[src/rtl/mackerel_bus_pkg.sv]
// Shared definitions for the mackerel bus-cycle logic: FSM encoding, region
// codes, default timing constants and the select-priority decode.
package mackerel_bus_pkg;

    localparam logic [1:0] ST_IDLE = 2'd0;
    localparam logic [1:0] ST_WAIT = 2'd1;
    localparam logic [1:0] ST_ACK  = 2'd2;
    localparam logic [1:0] ST_ERR  = 2'd3;

    typedef enum logic [2:0] {
        REG_NONE = 3'd0,
        REG_ROM  = 3'd1,
        REG_RAM  = 3'd2,
        REG_IO   = 3'd3,
        REG_IACK = 3'd4
    } region_e;

    localparam int DEF_ROM_WAIT = 2;
    localparam int DEF_RAM_WAIT = 0;
    localparam int DEF_IO_WAIT  = 4;
    localparam int DEF_TIMEOUT  = 64;
    localparam int DEF_CNT_W    = 8;

    // All inputs active-low except boot. Until boot ends, every non-IACK
    // access is treated as ROM so the reset vectors come out of ROM timing.
    function automatic region_e decode_region(
        input logic iack_n,
        input logic boot,
        input logic cs_rom_n,
        input logic cs_ram_n,
        input logic cs_io_n
    );
        region_e r;
        if (!iack_n)        r = REG_IACK;
        else if (!boot)     r = REG_ROM;
        else if (!cs_rom_n) r = REG_ROM;
        else if (!cs_ram_n) r = REG_RAM;
        else if (!cs_io_n)  r = REG_IO;
        else                r = REG_NONE;
        return r;
    endfunction

endpackage

[src/rtl/sync2.sv]
// Two-flop synchroniser for asynchronous single-bit inputs; the reset value
// is chosen per instance.
module sync2 #(
    parameter logic RST_VAL = 1'b0
) (
    input  logic clk_i,
    input  logic rst_ni,
    input  logic d_i,
    output logic q_o
);

    logic meta_q;
    logic sync_q;

    always_ff @(posedge clk_i) begin
        if (!rst_ni) begin
            meta_q <= RST_VAL;
            sync_q <= RST_VAL;
        end else begin
            meta_q <= d_i;
            sync_q <= meta_q;
        end
    end

    assign q_o = sync_q;

endmodule

[src/rtl/dtack_generator.sv]
// 68000 bus-cycle terminator: acknowledges each AS cycle with DTACK (or VPA
// for interrupt acknowledge) after a per-region wait, or BERR on timeout.
//
// state | meaning
// IDLE  | no cycle in progress, all strobes released
// WAIT  | cycle detected, counting toward the region wait or the timeout
// ACK   | DTACK (VPA for IACK) asserted until AS is released
// ERR   | BERR asserted until AS is released
module dtack_generator
    import mackerel_bus_pkg::*;
#(
    parameter int ROM_WAIT = DEF_ROM_WAIT,
    parameter int RAM_WAIT = DEF_RAM_WAIT,
    parameter int IO_WAIT  = DEF_IO_WAIT,
    parameter int TIMEOUT  = DEF_TIMEOUT,
    parameter int CNT_W    = DEF_CNT_W
) (
    input  logic CLK,
    input  logic RST,
    input  logic AS,
    input  logic BOOT,
    input  logic IACK,
    input  logic CS_ROM,
    input  logic CS_RAM,
    input  logic CS_IO,
    output logic DTACK,
    output logic VPA,
    output logic BERR
);

    if (TIMEOUT <= ROM_WAIT || TIMEOUT <= RAM_WAIT || TIMEOUT <= IO_WAIT) begin : g_bad_timeout
        $error("dtack_generator: TIMEOUT must exceed every wait count");
    end
    if (TIMEOUT >= (2 ** CNT_W)) begin : g_bad_cnt_w
        $error("dtack_generator: CNT_W too narrow to hold TIMEOUT");
    end

    localparam logic [CNT_W-1:0] ROM_W_C   = CNT_W'(ROM_WAIT);
    localparam logic [CNT_W-1:0] RAM_W_C   = CNT_W'(RAM_WAIT);
    localparam logic [CNT_W-1:0] IO_W_C    = CNT_W'(IO_WAIT);
    localparam logic [CNT_W-1:0] TIMEOUT_C = CNT_W'(TIMEOUT);
    localparam logic [CNT_W-1:0] CNT_ONE   = CNT_W'(1);

    function automatic logic [CNT_W-1:0] wait_for(input region_e r);
        logic [CNT_W-1:0] w;
        case (r)
            REG_ROM: w = ROM_W_C;
            REG_RAM: w = RAM_W_C;
            REG_IO:  w = IO_W_C;
            default: w = '0;
        endcase
        return w;
    endfunction

    logic             as_s;
    logic             as_prev_q;
    logic             start;
    region_e          region_now;
    logic [CNT_W-1:0] wait_now;

    logic [1:0]       state_q,  state_d;
    region_e          region_q, region_d;
    logic [CNT_W-1:0] cnt_q,    cnt_d;
    logic             dtack_q,  dtack_d;
    logic             vpa_q,    vpa_d;
    logic             berr_q,   berr_d;

    // Reset value 0 means an AS held low through reset never looks like a
    // new cycle; AS has to be seen high first.
    sync2 #(.RST_VAL(1'b0)) u_as_sync (
        .clk_i  (CLK),
        .rst_ni (RST),
        .d_i    (AS),
        .q_o    (as_s)
    );

    assign start      = !as_s && as_prev_q;
    assign region_now = decode_region(IACK, BOOT, CS_ROM, CS_RAM, CS_IO);
    assign wait_now   = wait_for(region_now);

    always_comb begin
        state_d  = state_q;
        region_d = region_q;
        cnt_d    = cnt_q;
        case (state_q)
            ST_IDLE: begin
                cnt_d = '0;
                if (start) begin
                    region_d = region_now;
                    if (region_now != REG_NONE && wait_now == '0) begin
                        state_d = ST_ACK;
                    end else begin
                        state_d = ST_WAIT;
                        cnt_d   = CNT_ONE;
                    end
                end
            end
            ST_WAIT: begin
                // Abort wins over both acknowledge and timeout on the same edge.
                if (as_s) begin
                    state_d = ST_IDLE;
                    cnt_d   = '0;
                end else if (region_q != REG_NONE && cnt_q == wait_for(region_q)) begin
                    state_d = ST_ACK;
                end else if (cnt_q == TIMEOUT_C) begin
                    state_d = ST_ERR;
                end else if (cnt_q != '1) begin
                    cnt_d = cnt_q + CNT_ONE;
                end
            end
            ST_ACK, ST_ERR: begin
                if (as_s) begin
                    state_d = ST_IDLE;
                    cnt_d   = '0;
                end
            end
            default: begin
                state_d = ST_IDLE;
                cnt_d   = '0;
            end
        endcase

        dtack_d = !(state_d == ST_ACK && region_d != REG_IACK);
        vpa_d   = !(state_d == ST_ACK && region_d == REG_IACK);
        berr_d  = !(state_d == ST_ERR);
    end

    always_ff @(posedge CLK) begin
        if (!RST) begin
            as_prev_q <= 1'b0;
            state_q   <= ST_IDLE;
            region_q  <= REG_NONE;
            cnt_q     <= '0;
            dtack_q   <= 1'b1;
            vpa_q     <= 1'b1;
            berr_q    <= 1'b1;
        end else begin
            as_prev_q <= as_s;
            state_q   <= state_d;
            region_q  <= region_d;
            cnt_q     <= cnt_d;
            dtack_q   <= dtack_d;
            vpa_q     <= vpa_d;
            berr_q    <= berr_d;
        end
    end

    assign DTACK = dtack_q;
    assign VPA   = vpa_q;
    assign BERR  = berr_q;

endmodule
[config.mk]
export PLATFORM = sky130hd
export DESIGN_NAME = dtack_generator
export DESIGN_NICKNAME = d
export VERILOG_FILES = /design/src/rtl/mackerel_bus_pkg.sv /design/src/rtl/sync2.sv /design/src/rtl/dtack_generator.sv
export SDC_FILE = /design/constraint.sdc
export NUM_CORES = 1
export LEC_CHECK = 0
export CORE_MARGIN = 10
export CORE_UTILIZATION = 53
export DETAILED_ROUTE_END_ITERATION = 12
export PLACE_DENSITY_LB_ADDON = 0.3
export SYNTH_ARGS = -nofsm -noshare
export SYNTH_HDL_FRONTEND = slang
export SYNTH_SLANG_ARGS = --single-unit
[constraint.sdc]
create_clock -name CLK -period 2.1 [get_ports CLK]
set_input_delay 0.42 -clock CLK [delete_from_list [all_inputs] [get_ports CLK]]
set_output_delay 0.42 -clock CLK [all_outputs]
set_load 0.005 [all_outputs]
## After elaboration in Yosys (flattened, before gate mapping)

Index checks and enable logic that the tools add are counted.

- Bits of input ports: 8
- Register bits: 19
- Logic and storage cells: 69

- Equal/unequal tests: 18
- Add/sub/neg operators: 1
- Reductions and logical operators: 15
- Muxes and demuxes: 26

Operators with widths:

| kind | count |
|---|---|
| $mux 8 | 7 |
| $pmux 8 s3 | 1 |
| $mux 2 | 10 |
| $pmux 3 s2 | 2 |
| $mux 3 | 3 |
| $ne 3x2->1 const B | 3 |
| $add 8x1->8 const B | 1 |
| $eq 2x2->1 const B | 4 |
| $eq 8x7->1 const B | 1 |
| $eq 8x8->1 | 1 |
| $logic_not 8->1 | 1 |
| $ne 8x8->1 const B | 1 |
| $eq 3x1->1 const B | 2 |
| $eq 3x2->1 const B | 2 |
| $pmux 2 s3 | 1 |
| $reduce_bool 3->1 | 2 |
| $logic_and 1x1->1 | 5 |
| $logic_not 1->1 | 4 |
| $reduce_and 4->1 | 1 |
| $eq 3x3->1 const B | 1 |
| $ne 3x3->1 const B | 1 |
| $eq 2x1->1 const B | 1 |
| $logic_not 2->1 | 1 |
| $mux 1 | 2 |
| 2 further kinds | 2 |

## Longest topological paths before layout

Gate-level depths: netlist (run 1).

- Depth after elaboration: 15
- Mapped depth: 7
- Mapped depth without buffers: 7

## Modules after synthesis

Synthesis (run 1) repeated with hierarchy kept, for this count alone.

- Cell total of the unflattened synthesis: 113
- Area, all modules: 1032.2 µm²

Modules (own cells, without submodules):

| module | sequential area each (µm²) | area each (µm²) | instances | cells each |
|---|---|---|---|---|
| dtack_generator | 340.3 | 979.7 | 1 | 109 |
| sync2 | 40.0 | 52.6 | 1 | 4 |

## Worst setup path after synthesis (run 1)

OpenSTA, ideal clock, no wires.

- Kind: register to register
- From: register cnt_q[3]
- To: register cnt_q[0]
- Period minus slack after synthesis: 1.558 ns
- Buffers on the path: 0
- Data required time: 2.021 ns
- Cell stages (with the launch flop): 7
- Slack: 0.542 ns
- Data arrival time: 1.479 ns
- Setup time: 0.079 ns
- Cell sequence: dfxtp_1 or4_4 o21a_1 o21ai_2 o31a_4 a211oi_2 a211oi_2

- Longest elaborated chain between the ends: 4
- Elaborated cells on any way between the ends: 8

Ends and longest elaborated chain:

| what | RTL line | text |
|---|---|---|
| start: declaration | dtack_generator.sv:63 | `logic [CNT_W-1:0] cnt_q, cnt_d;` |
| start signal: assignment | dtack_generator.sv:141 | `cnt_q <= cnt_d;` |
| $eq 8x8->1 | dtack_generator.sv:103 | `end else if (region_q != REG_NONE && cnt_q == wait_for(region_q)) begin` |
| $logic_and 1x1->1 | dtack_generator.sv:103 |  |
| $ne 3x2->1 (no source line) | - |  |
| $reduce_and 4->1 (no source line) (*) | - |  |

Mark *: on every way between the ends. The rest lies on a longest branch, timed or not.
A chain may end at the register's enable or synchronous reset.

## Worst setup path after layout (run 1)

- From: register cnt_q[1]
- To: register cnt_q[0]

Same word-level chain as after synthesis.

==> results of run 1 <==
## worst paths after layout
check                                     end  depth (start not counted)
worst max-delay path                 cnt_q[0]                          6
worst min-delay path            u_as_sync.q_o                          1
worst min register to register  u_as_sync.q_o                          1
worst max register to register       cnt_q[0]                          6
## Yosys cell counts, types with 2 or more instances
| cell type | instances | area share (%) |
|---|---|---|
| sky130_fd_sc_hd__nor2_1 | 22 | 8.8 |
| sky130_fd_sc_hd__dfxtp_1 | 19 | 41 |
| sky130_fd_sc_hd__nand3_1 | 8 | 4.3 |
| sky130_fd_sc_hd__a21oi_1 | 6 | 3.2 |
| sky130_fd_sc_hd__inv_1 | 6 | 2.4 |
| sky130_fd_sc_hd__nand2_1 | 4 | 1.6 |
| sky130_fd_sc_hd__nand2b_1 | 4 | 2.7 |
| sky130_fd_sc_hd__o21ai_0 | 4 | 2.1 |
| sky130_fd_sc_hd__and2_1 | 3 | 2.0 |
| sky130_fd_sc_hd__xor2_1 | 3 | 2.8 |
| sky130_fd_sc_hd__a211oi_1 | 2 | 1.6 |
| sky130_fd_sc_hd__a211oi_2 | 2 | 2.7 |
| sky130_fd_sc_hd__a31oi_1 | 2 | 1.3 |
| sky130_fd_sc_hd__ha_1 | 2 | 2.7 |
| sky130_fd_sc_hd__nand3b_1 | 2 | 1.6 |
| sky130_fd_sc_hd__nor3_1 | 2 | 1.1 |
## worst max-delay path: stages (launching register included)
cell                       delay (ns)
sky130_fd_sc_hd__dfxtp_1         0.45
sky130_fd_sc_hd__inv_1           0.10
sky130_fd_sc_hd__ha_1            0.18
sky130_fd_sc_hd__and3_1          0.21
sky130_fd_sc_hd__o31a_4          0.37
sky130_fd_sc_hd__a211oi_2        0.23
sky130_fd_sc_hd__a211oi_2        0.06
## through the flow
stage | hold slack [ns] | instances | util [%] | setup slack, ns | instance area, µm²
after detailed placement | 0.427 | 147 | 62.7 | 0.199 | 1070
after global placement | 0.416 | 147 | 62.7 | 0.236 | 1070
after CTS | 0.455 | 151 | 64.2 | 0.380 | 1100
after global routing | 0.464 | 151 | 64.2 | 0.312 | 1100
final | 0.450 | 151 | 64.2 | 0.381 | 1100
after floorplan | 0.412 | 112 | - | 0.542 | 936
## flip-flops by register name (all words and copies together), names as in the netlist
signal            cells
region_q              3
cnt_q                 8
VPA                   1
u_as_sync.q_o         1
as_prev_q             1
BERR                  1
u_as_sync.meta_q      1
DTACK                 1
state_q               2
## placed cells by master, fill, tap and decap left out, drive strengths merged
| master | netlist | routed |
|---|---|---|
| nor2 | 22 | 22 |
| dfxtp | 19 | 19 |
| clkdlybuf4s50 | 0 | 10 |
| nand3 | 8 | 8 |
| inv | 6 | 6 |
| a21oi | 6 | 6 |
| o21ai | 6 | 6 |
| nand2b | 4 | 4 |
| nand2 | 4 | 4 |
| clkbuf | 1 | 4 |
| a211oi | 4 | 4 |
| xor2 | 3 | 3 |
| and2 | 3 | 3 |
| a31oi | 2 | 2 |
| nand3b | 2 | 2 |
| nor3 | 2 | 2 |
| ha | 2 | 2 |
| o22ai | 1 | 1 |
| a21o | 1 | 1 |
| o2111a | 1 | 1 |
| and3 | 1 | 1 |
| nand4 | 1 | 1 |
| o31ai | 1 | 1 |
| or3b | 1 | 1 |
| or4 | 1 | 1 |
| o21a | 1 | 1 |
| o31a | 1 | 1 |
| a22oi | 1 | 1 |
| nor2b | 1 | 1 |
| or3 | 1 | 1 |
| xnor2 | 1 | 1 |
| nor4b | 1 | 1 |
| a21boi | 1 | 1 |
| a211o | 1 | 1 |
| a31o | 1 | 1 |
| buf | 0 | 1 |
## layout make-up
cell class                 count  area [µm²]
clock buffer                   4        26.3
fill                         147         611
inverter                       6        22.5
multi-input combinational     86         529
sequential                    19         380
tap                           25        31.3
timing repair buffer          11         108
## logic make-up after synthesis
group,count (synthesis),share of synthesized area [%]
flip-flops,19,40.6
buffers and inverters,7,2.81
adder cells (fa/ha/maj),2,2.67
XOR/XNOR,4,3.74
AND/OR/NAND/NOR,52,28.1
AO/OA/AOI/OAI,28,22.1
## routing by layer
| metal | share of wire [%] | vias to the layer above | GRT usage [%] |
|---|---|---|---|
| met2 | 49 | 25 | 20.2 |
| li1 | - | 430 | - |
| met4 | 2.9 | 0 | 6.05 |
| met3 | 3.8 | 6 | 2.64 |
| met5 | 0 | - | 0 |
| met1 | 45 | 384 | 11.3 |
## power groups by stage
stage,sequential [µW],combinational (µW),clock (µW)
4_1_cts,369,42.5,182
5_1_grt,370,47.0,202
3_5_place_dp,377,42.4,0
2_1_floorplan,376,20.7,0
6_report,369,42.4,180
3_3_place_gp,377,41.5,0
==> flow_results.org, run 1 <==
** Yosys
- Yosys mapped a number of flops with a built-in enable equal to 0.
- Seq/Total Area, Yosys :: 40.6%
- Synthesis inferred 19 register bits.
- Summed instance area of the synthesized netlist :: 936 µm²
- Prevailing post-synth register cell :: sky130_fd_sc_hd__dfxtp_1
- Counting flops with an async set or reset pin after synthesis yields a share of 0%.
- Net count after synthesis :: 122
- Synth warnings :: 0
- The netlist uses 37 different library cells.
- Cells after Synth :: 112
- After synthesis, the mean cell area works out to 8.36 µm².

** STA
- Share of the cycle needed by the critical path after routing :: 81.9%
- Setup repair after global routing missed its margin :: false
- The number of endpoints with negative hold slack in the final report came to 0.
- Headroom to the max-slew limit came out at 74.7%.
- Final critical delay including setup and external delays :: 1.72 ns
- Final setup violation count :: 0
- Derived from the worst setup path, the maximum achievable clock frequency is 582 MHz.
- Setup TNS :: 0 ns
- Worst slew pin tran :: 0.374 ns
- The number of max-slew violations in the final report came to 0.
- Largest clock skew in the final design :: 0.0102 ns

** Setup path
- The worst setup path is of the register to register kind.
- The worst register-to-register path begins at cnt_q[1].
- Tracing the worst setup path back leads to its startpoint at cnt_q[1].
- Reg-to-reg slack, setup :: 0.38 ns
- Data required, critical path :: 2.30 ns
- CP endpoint kind :: register
- Along the worst path, the maximum fanout reaches 6.
- Arrival time of data at the critical path endpoint :: 1.91 ns
- Startpoint types :: register

** Power
- Net switching power :: 129 µW
- Of the total power, registers draw 62.4%.
- In this run the static leakage power is 0.000382 µW.
- Clock network fraction of total power :: 30.4%
- Total power for the finished layout comes to 591 µW.
- For this design the ratio of total power to cell area is 538 mW/mm².
- Proportion of power drawn by combinational gates :: 7.2%
- Cell internal power was estimated by the tool at 462 µW.
- Maximum vdd ir drop :: 0.396 mV
- Of the total power, the share spent switching nets is 21.8%.

** Layout
- Ratio of cells with drive above 1 in the final layout :: 7.94%
- Final antenna diode count :: 0
- Area overhead of the layout relative to synthesis :: 17.2%
- Post-layout nets :: 137

** Global routing
- First-pass GRT wire length :: 3190 µm
- Global routing usage summed across all routing layers :: 11.1%
- For this run the aggregate overflow at the end of global routing stands at 0.
- Entering global routing, the biggest net connects 11 pins.
- The number of global-route vias before repair is 813.
- Number of antenna violations at the first check in global routing :: 0

** Flow run
- The tool flagged a number of max-cap violations equal to 0.

** Floorplan
- In this run the horizontal extent of the chip is 62.0 µm.
- The die covers 0.00385 mm².
- Starting utilization of the core area :: 54.8%
- Floorplan Core Area :: 0.00171 mm²
- Height of the die :: 62.0 µm
- The floorplan has 15 rows.
- Io pins :: 11

** Drt
- After detailed routing, the total wire length is 1860 µm.
- Once detail routing completed, the nets flagged for antenna violations numbered 0.
- Vias per cell :: 5.60
- WL/cell :: 12.3 µm
- Detailed routing inserted a total of 845 vias.
- After the first detailed-routing iteration, the DRC count stood at 30.
- Post-detailed-route DRC marker count :: 0
- The first TritonRoute pass finished after 4 iterations.

** Clock tree
- The tree is rooted in a sky130_fd_sc_hd__clkbuf_4.
- Clk pin slew, worst setup/hold paths :: 0.10 ns
- Clock Latency Late Sink :: 0.30 ns
- Post-CTS timing repair inserted 0 buffers for setup.
- Max Root-Sink Buffers :: 2
- In this run the number of H-tree levels came out at 1.
- TritonCTS built the clock tree.
- Number of sinks on the clock net :: 19
- Hold buffer count at cts :: 0
- Resized Gates After CTS :: 0
- The number of clock buffers added by TritonCTS is 3.

** Place
- Once detailed placement completed, the half-perimeter wirelength came to 1510 µm.
- Buffers on Ports :: 10
- Routability-driven placement finished with a final weighted congestion of 0.817.

** Outcome
- Status :: complete, no violations

** Hold path
- The tightest min-delay check is of the register to register type.
- The startpoint identified for the worst hold timing path is u_as_sync.meta_q.
(Power assumes the default switching activity.)
==> inputs of run 2 (changes only) <==
==> constraint.sdc (replaced) <==
create_clock -name CLK -period 1.6 [get_ports CLK]
set_input_delay 0.32 -clock CLK [delete_from_list [all_inputs] [get_ports CLK]]
set_output_delay 0.32 -clock CLK [all_outputs]
set_load 0.005 [all_outputs]
==> run 2 against run 1 <==
The run now ends with negative setup slack left. Largest power group unchanged. Utilization is 10 points higher. Flip-flop and latch count stayed put. Critical path depth is 1 lower. Sequential share of layout area is 4.2 points lower. Total power is 35% higher.
==> flow_results.org, run 2 (same netlist as run 1, synthesis figures left out) <==
** Hold path
- HP Class :: register to register
- The hold-critical path depth is 1 (unchanged).

** Place
- The worst slack after detailed placement was -0.0796 ns (-0.278 ns).
- The area after detailed placement came to 0.00121 mm² (+13%).
- The HPWL after detailed placement came to 1780 µm (+18%).
- The routability congestion estimate came to 0.907 (+11%).
- The number of buffers inserted by port buffering is 10 (unchanged).
- The instance count after placement with tap cells included was 165 (+12%).

** Power
- The static leakage was 0.000476 µW (+25%).
- Maximum vdd ir drop :: 0.587 mV (+48%)
- The clock share of power was 30.4% (about the same).
- The proportion of total power due to net switching came to 22.7% (+0.96 points).
- The cell area power density was 630 mW/mm² (+17%).
- Final total power :: 800 µW (+35%)
- The combinational share of power is 9.0% (+1.8 points).
- Sequential share of power :: 60.6% (-1.8 points)
- Cell internal power dissipation :: 618 µW (+34%)
- The net switching power was 182 µW (+41%).

** Drt
- Via total after detailed routing :: 957 (+13%)
- The residual antenna-violating net count after detailed routing was 0 (unchanged).
- WL/cell :: 13.7 µm (+11%)
- Post-detailed-route DRC marker count :: 0 (unchanged)
- Total wirelength of the detailed-routed design :: 2310 µm (+24%)
- The number of DRC markers after the initial detailed-route iteration came to 22 (-27%).
- Number of detailed-route iterations in the first pass :: 5 (+1)
- The via density per instance came to 5.66 (+1.2%).

** Layout
- Total area of sequential cells :: 387 µm² (+1.6%)
- Multi-input gate area in the final layout :: 561 µm² (+5.9%)
- Registers with the highest flip-flop counts :: cnt_q (8), region_q (3), state_q (2)
- The number of flip-flops under the largest register name was 8 (unchanged).
- Commonest non-fill, non-tap cells in the layout :: sky130_fd_sc_hd__nor2_1 (19), sky130_fd_sc_hd__buf_4 (19), sky130_fd_sc_hd__dfxtp_1 (14)
- Cell area after layout :: 0.00127 mm² (+16%)
- Final antenna diode count :: 0 (unchanged)
- The final layout net count came to 155 (+13%).
- Filler cell count :: 133 (-9.5%)
- Area overhead of the layout relative to synthesis :: 35.7%
- The count of non-filler cells in the finished layout was 169 (+12%).
- Ratio of cells with drive above 1 in the final layout :: 29.9% (+22 points)
- Counting flops per register, the top entry is cnt_q.

** Clock tree
- Number of buffers created by CTS :: 3 (unchanged)
- In this run the clock root is driven by a sky130_fd_sc_hd__clkbuf_4.
- TritonCTS built the clock tree.
- Clock Latency Late Sink :: 0.30 ns (about the same)
- H-tree Lvls :: 1 (unchanged)
- Clk pin slew, worst setup/hold paths :: 0.11 ns (about the same)
- Number of sinks on the clock net :: 19 (unchanged)
- Max Root-Sink Buffers :: 2 (unchanged)
- The hold-fix buffer count after cts came to 0 (unchanged).
- Setup fix buffers added after clock tree synthesis :: 0 (unchanged)

** Floorplan
- The floorplan die area was 0.00385 mm² (unchanged).
- Starting utilization of the core area :: 54.8% (unchanged)
- Die extent in x :: 62.0 µm (unchanged)
- Floorplan Core Area :: 0.00171 mm² (unchanged)
- The chip height is 62.0 µm (unchanged).
- Std-Cell Rows :: 15 (unchanged)
- Io pins :: 11 (unchanged)

** Global routing
- Remaining global-route overflow :: 0 (unchanged)
- Via count of the first global-routing pass :: 949 (+17%)
- The pin count of the biggest net entering global routing is 11 (unchanged).
- First-pass GRT wire length :: 3960 µm (+24%)
- Global routing usage summed across all routing layers :: 13.9% (+2.8 points)
- Number of antenna violations at the first check in global routing :: 0 (unchanged)

** Setup path
- Startpoint types :: register
- The data arrival time of the critical path came to 1.78 ns (-0.13 ns).
- Critical Setup Path Class :: register to register
- STA classifies the critical path endpoint as a register.
- The critical-path maximum fanout was 4 (-2).
- Reg2reg path depth :: 5 (-1)
- Data required, critical path :: 1.78 ns (-0.52 ns)

** STA
- The number of max-slew violations in the final report was 0 (unchanged).
- The highest clock frequency the design can meet came to 625 MHz (+7.4%).
- Largest clock skew in the final design :: 0.00631 ns (-0.00388 ns)
- Worst Slack Setup Final :: -0.000164 ns (-0.381 ns)
- Final setup violation count :: 1 (+1)
- The final setup TNS came to -0.000164 ns (-0.000164 ns).
- Setup repair after global routing could not meet its margin everywhere.
- The normalized max-slew margin came to 67.9% (-6.8 points).
- The post-route minimum period came to 1.60 ns (-0.119 ns).
- Final hold vios :: 0 (unchanged)
- Share of the cycle needed by the critical path after routing :: 100% (+18 points)
- Worst slew pin tran :: 0.475 ns (+0.101 ns)

** Flow run
- The number of max-cap violations came to 0 (unchanged).

** Outcome
- Failing checks :: negative setup slack
- The run finished, with violations left.
## run 2: per-layer routing
| layer | track usage [%] | up-vias | routed length [µm] |
|---|---|---|---|
| met5 | 0 | - | 0 |
| met4 | 7.96 | 0 | 100 |
| met3 | 3.66 | 13 | 115 |
| met2 | 25.1 | 40 | 1220 |
| met1 | 13.9 | 443 | 874 |
| li1 | - | 461 | - |
## run 2: power groups by stage
stage / clock [µW] / sequential [µW] / combinational (µW)
floorplan: 0 / 494 / 27.2
global placement: 0 / 495 / 66.5
detailed placement: 0 / 495 / 69.3
CTS: 250 / 484 / 70.3
global route: 276 / 486 / 79.4
finish: 243 / 485 / 72.1
## run 2: layout make-up
| cell class | instances | share of cell area (%) |
|---|---|---|
| Clock buffer | 4 | 2.07 |
| Inverter | 6 | 1.77 |
| Multi-Input combinational cell | 86 | 44.1 |
| Sequential cell | 19 | 30.4 |
| Tap cell | 25 | 2.46 |
| Timing Repair Buffer | 29 | 19.1 |
## run 2: through the flow
stage | utilization [%] | hold WS [ns]
2_1_floorplan | - | 0.412
3_3_place_gp | 70.6 | 0.415
3_5_place_dp | 70.6 | 0.462
4_1_cts | 72.7 | 0.490
5_1_grt | 74.4 | 0.504
6_report | 74.4 | 0.483
## run 2: path summary, 6_finish.rpt
check	slack [ns]	startpoint	to
setup reg to reg	-0.0002	cnt_q[3]	DTACK
hold reg to reg	0.48	u_as_sync.meta_q	u_as_sync.q_o
hold / removal	0.48	u_as_sync.meta_q	u_as_sync.q_o
setup / recovery	-0.0002	cnt_q[3]	DTACK
## run 2: what timing repair did
action | CTS | global route
setup endpoints to repair | 6 | 10
resized for setup | 6 | 10
pin swaps | 4 | 4
## run 2: critical path: stages, from the launching register on
cell and delay (ns):
sky130_fd_sc_hd__dfxtp_2 0.34, sky130_fd_sc_hd__or4_4 0.56, sky130_fd_sc_hd__nor2_1 0.16, sky130_fd_sc_hd__o21ai_1 0.14, sky130_fd_sc_hd__a21oi_2 0.20, sky130_fd_sc_hd__nand3_1 0.09
==> patch (flow settings as in run 1) <==
Change the package constant `DEF_CNT_W` from 8 to 7.
--- a/src/rtl/mackerel_bus_pkg.sv
+++ b/src/rtl/mackerel_bus_pkg.sv
@@ -19,7 +19,7 @@
     localparam int DEF_RAM_WAIT = 0;
     localparam int DEF_IO_WAIT  = 4;
     localparam int DEF_TIMEOUT  = 64;
-    localparam int DEF_CNT_W    = 8;
+    localparam int DEF_CNT_W    = 7;
 
     // All inputs active-low except boot. Until boot ends, every non-IACK
     // access is treated as ROM so the reset vectors come out of ROM timing.
Formal check against the unedited RTL: no difference found for any inputs over 10 cycles, from zero or initial values and one cycle with RST low; that may be too few to reach the edited logic, so the function may still have changed.
==> patch against run 1 <==
- maximum frequency decreased by 10%
- power increased by 2.5%
- wire length increased by 16%
- sequential share of layout area decreased by 3.3 points
- largest power group unchanged
- via count increased by 3.9%
- cell area increased by 4.8%
- global-route usage decreased by 0.23 points
- highest routed layer unchanged
- synthesized cell count decreased by 7.1%
- non-clock buffer count increased by 2
- worst setup slack got worse by 0.20 ns
- clock skew decreased by 0.0053 ns
- sequential cell count decreased by 1
- area after synthesis increased by 5.7%
==> patch: results (changes against run 1) <==
| Metric | Value |
|---|---|
| Share of post-route cells with drive strength above 1 | 14.5% (+6.6 points) |
| CP arrival | 2.11 ns (+0.20 ns) |
| Reg2Reg Depth | 5 (-1) |
| First-pass GRT wire length | 3.59 mm (+13%) |
| Worst-skew pair later-pin latency | 0.30 ns (about the same) |
| Outcome | complete, no violations |
| Num CTS Buffers | 3 (unchanged) |
| Synth cell types | 45 (+22%) |
| Post-synthesis net count | 114 (-6.6%) |
| Top FF cell, synth | dfxtp_1 |
| FFs w/ async S/R, synth | 0% (unchanged) |
| Via density | 6.18 (+10%) |
| Clk root buf | clkbuf_4 |
| Post-DP Area | 1110 sq um (+4.0%) |
| DP Wirelength | 1.60 mm (+5.6%) |
| Top cells by count, synth | dfxtp_1, nand2_1, nand3_1 |
| Leakage | 0.411 nW (+7.5%) |
| Compound-Gate Fraction of Synth Area | 24.5% (+2.5 points) |
| Max incr delay on CP | 0.57 ns (+0.12 ns) |
| Vias in the first global route | 795 (-2.2%) |
| Synth Area in XOR/XNOR | 0% (-3.7 points) |
| Crit-path max FO | 8 (+2) |
| Proportion of synthesized area in mux cells | 1.01% (+1.0 points) |
| Peak VDD IR | 0.404 mV (+2.0%) |
| Largest net degree at the start of global routing | 13 (+2) |
| Crit-path slowest cell | a2111oi_4 |
| Hold depth | 1 (unchanged) |
| Nets | 128 (-6.6%) |
| Detailed Route Iter0 Violations | 29 (-3.3%) |
| Top Registers | cnt_q (7), region_q (3), state_q (2) |
| Final RePlAce weighted congestion | 0.759 (-7.2%) |
| Post-CTS Setup Repair Bufs | 0 (unchanged) |
| GRT Overall Usage | 10.8% (-0.23 points) |
| Clk slew on worst S/H paths | 0.11 ns |
| Total Wirelength | 2.16 mm (+16%) |
| Layout Skew | 0.00489 ns (-0.00530 ns) |
| Sequential area share after synthesis | 36.4% (-4.2 points) |
| Top cells by area, synth | dfxtp_1, nand3_1, and2_1 |
| Max transition margin | 64.6% (-10 points) |
| Adder-Cell Fraction of Synth Area | 2.53% (-0.15 points) |
| Max Buffers Root-to-Sink | 2 (unchanged) |
## patch: cell types whose count changed after synthesis, moves of 3 or more
cell / before / now
a21boi_1: 0 / 3
a21oi_1: 6 / 1
inv_1: 6 / 2
nand2_1: 4 / 8
nor2_1: 22 / 2
nor2b_1: 1 / 5
o21ai_0: 4 / 1
or4_1: 0 / 3
xor2_1: 3 / 0
## patch: worst paths after layout
kind | to | slack [ns]
worst max-delay path | VPA | 0.18
worst min-delay path | u_as_sync.q_o | 0.44
worst min register to register | u_as_sync.q_o | 0.44
worst max register to register | VPA | 0.18
## patch: layer usage
metal / share of wire [%] / vias to the layer above / track usage (%)
li1: - / 421 / -
met1: 42 / 409 / 13.1
met2: 48 / 41 / 17.6
met3: 7.7 / 7 / 2.30
met4: 1.8 / 0 / 5.19
met5: 0 / - / 0
## patch: where the power goes
group | internal (mW) | switching (mW) | total (mW)
Sequential | 0.345 | 0.00320 | 0.348
Combinational | 0.0223 | 0.0159 | 0.0381
Clock | 0.106 | 0.113 | 0.219
## patch: per-stage QoR
step	utilization [%]	setup slack, ns	cells
2_1_floorplan	-	0.447	104
3_3_place_gp	63.8	0.250	138
3_5_place_dp	63.8	0.207	138
4_1_cts	65.9	0.192	142
5_1_grt	65.9	0.0209	142
6_report	65.9	0.180	142
## patch: layout make-up
| cell class | count | area (sq um) |
|---|---|---|
| timing repair buffer | 13 | 123 |
| multi-input combinational | 80 | 592 |
| inverter | 2 | 7.51 |
| tap | 25 | 31.3 |
| sequential | 18 | 360 |
| fill | 161 | 596 |
| clock buffer | 4 | 36.3 |
## patch: worst max-delay path: cells and delay by family (launching register included)
family / cells / cell delay, ns
compound gates: 3 / 1.00
simple gates: 2 / 0.31
flops: 1 / 0.49
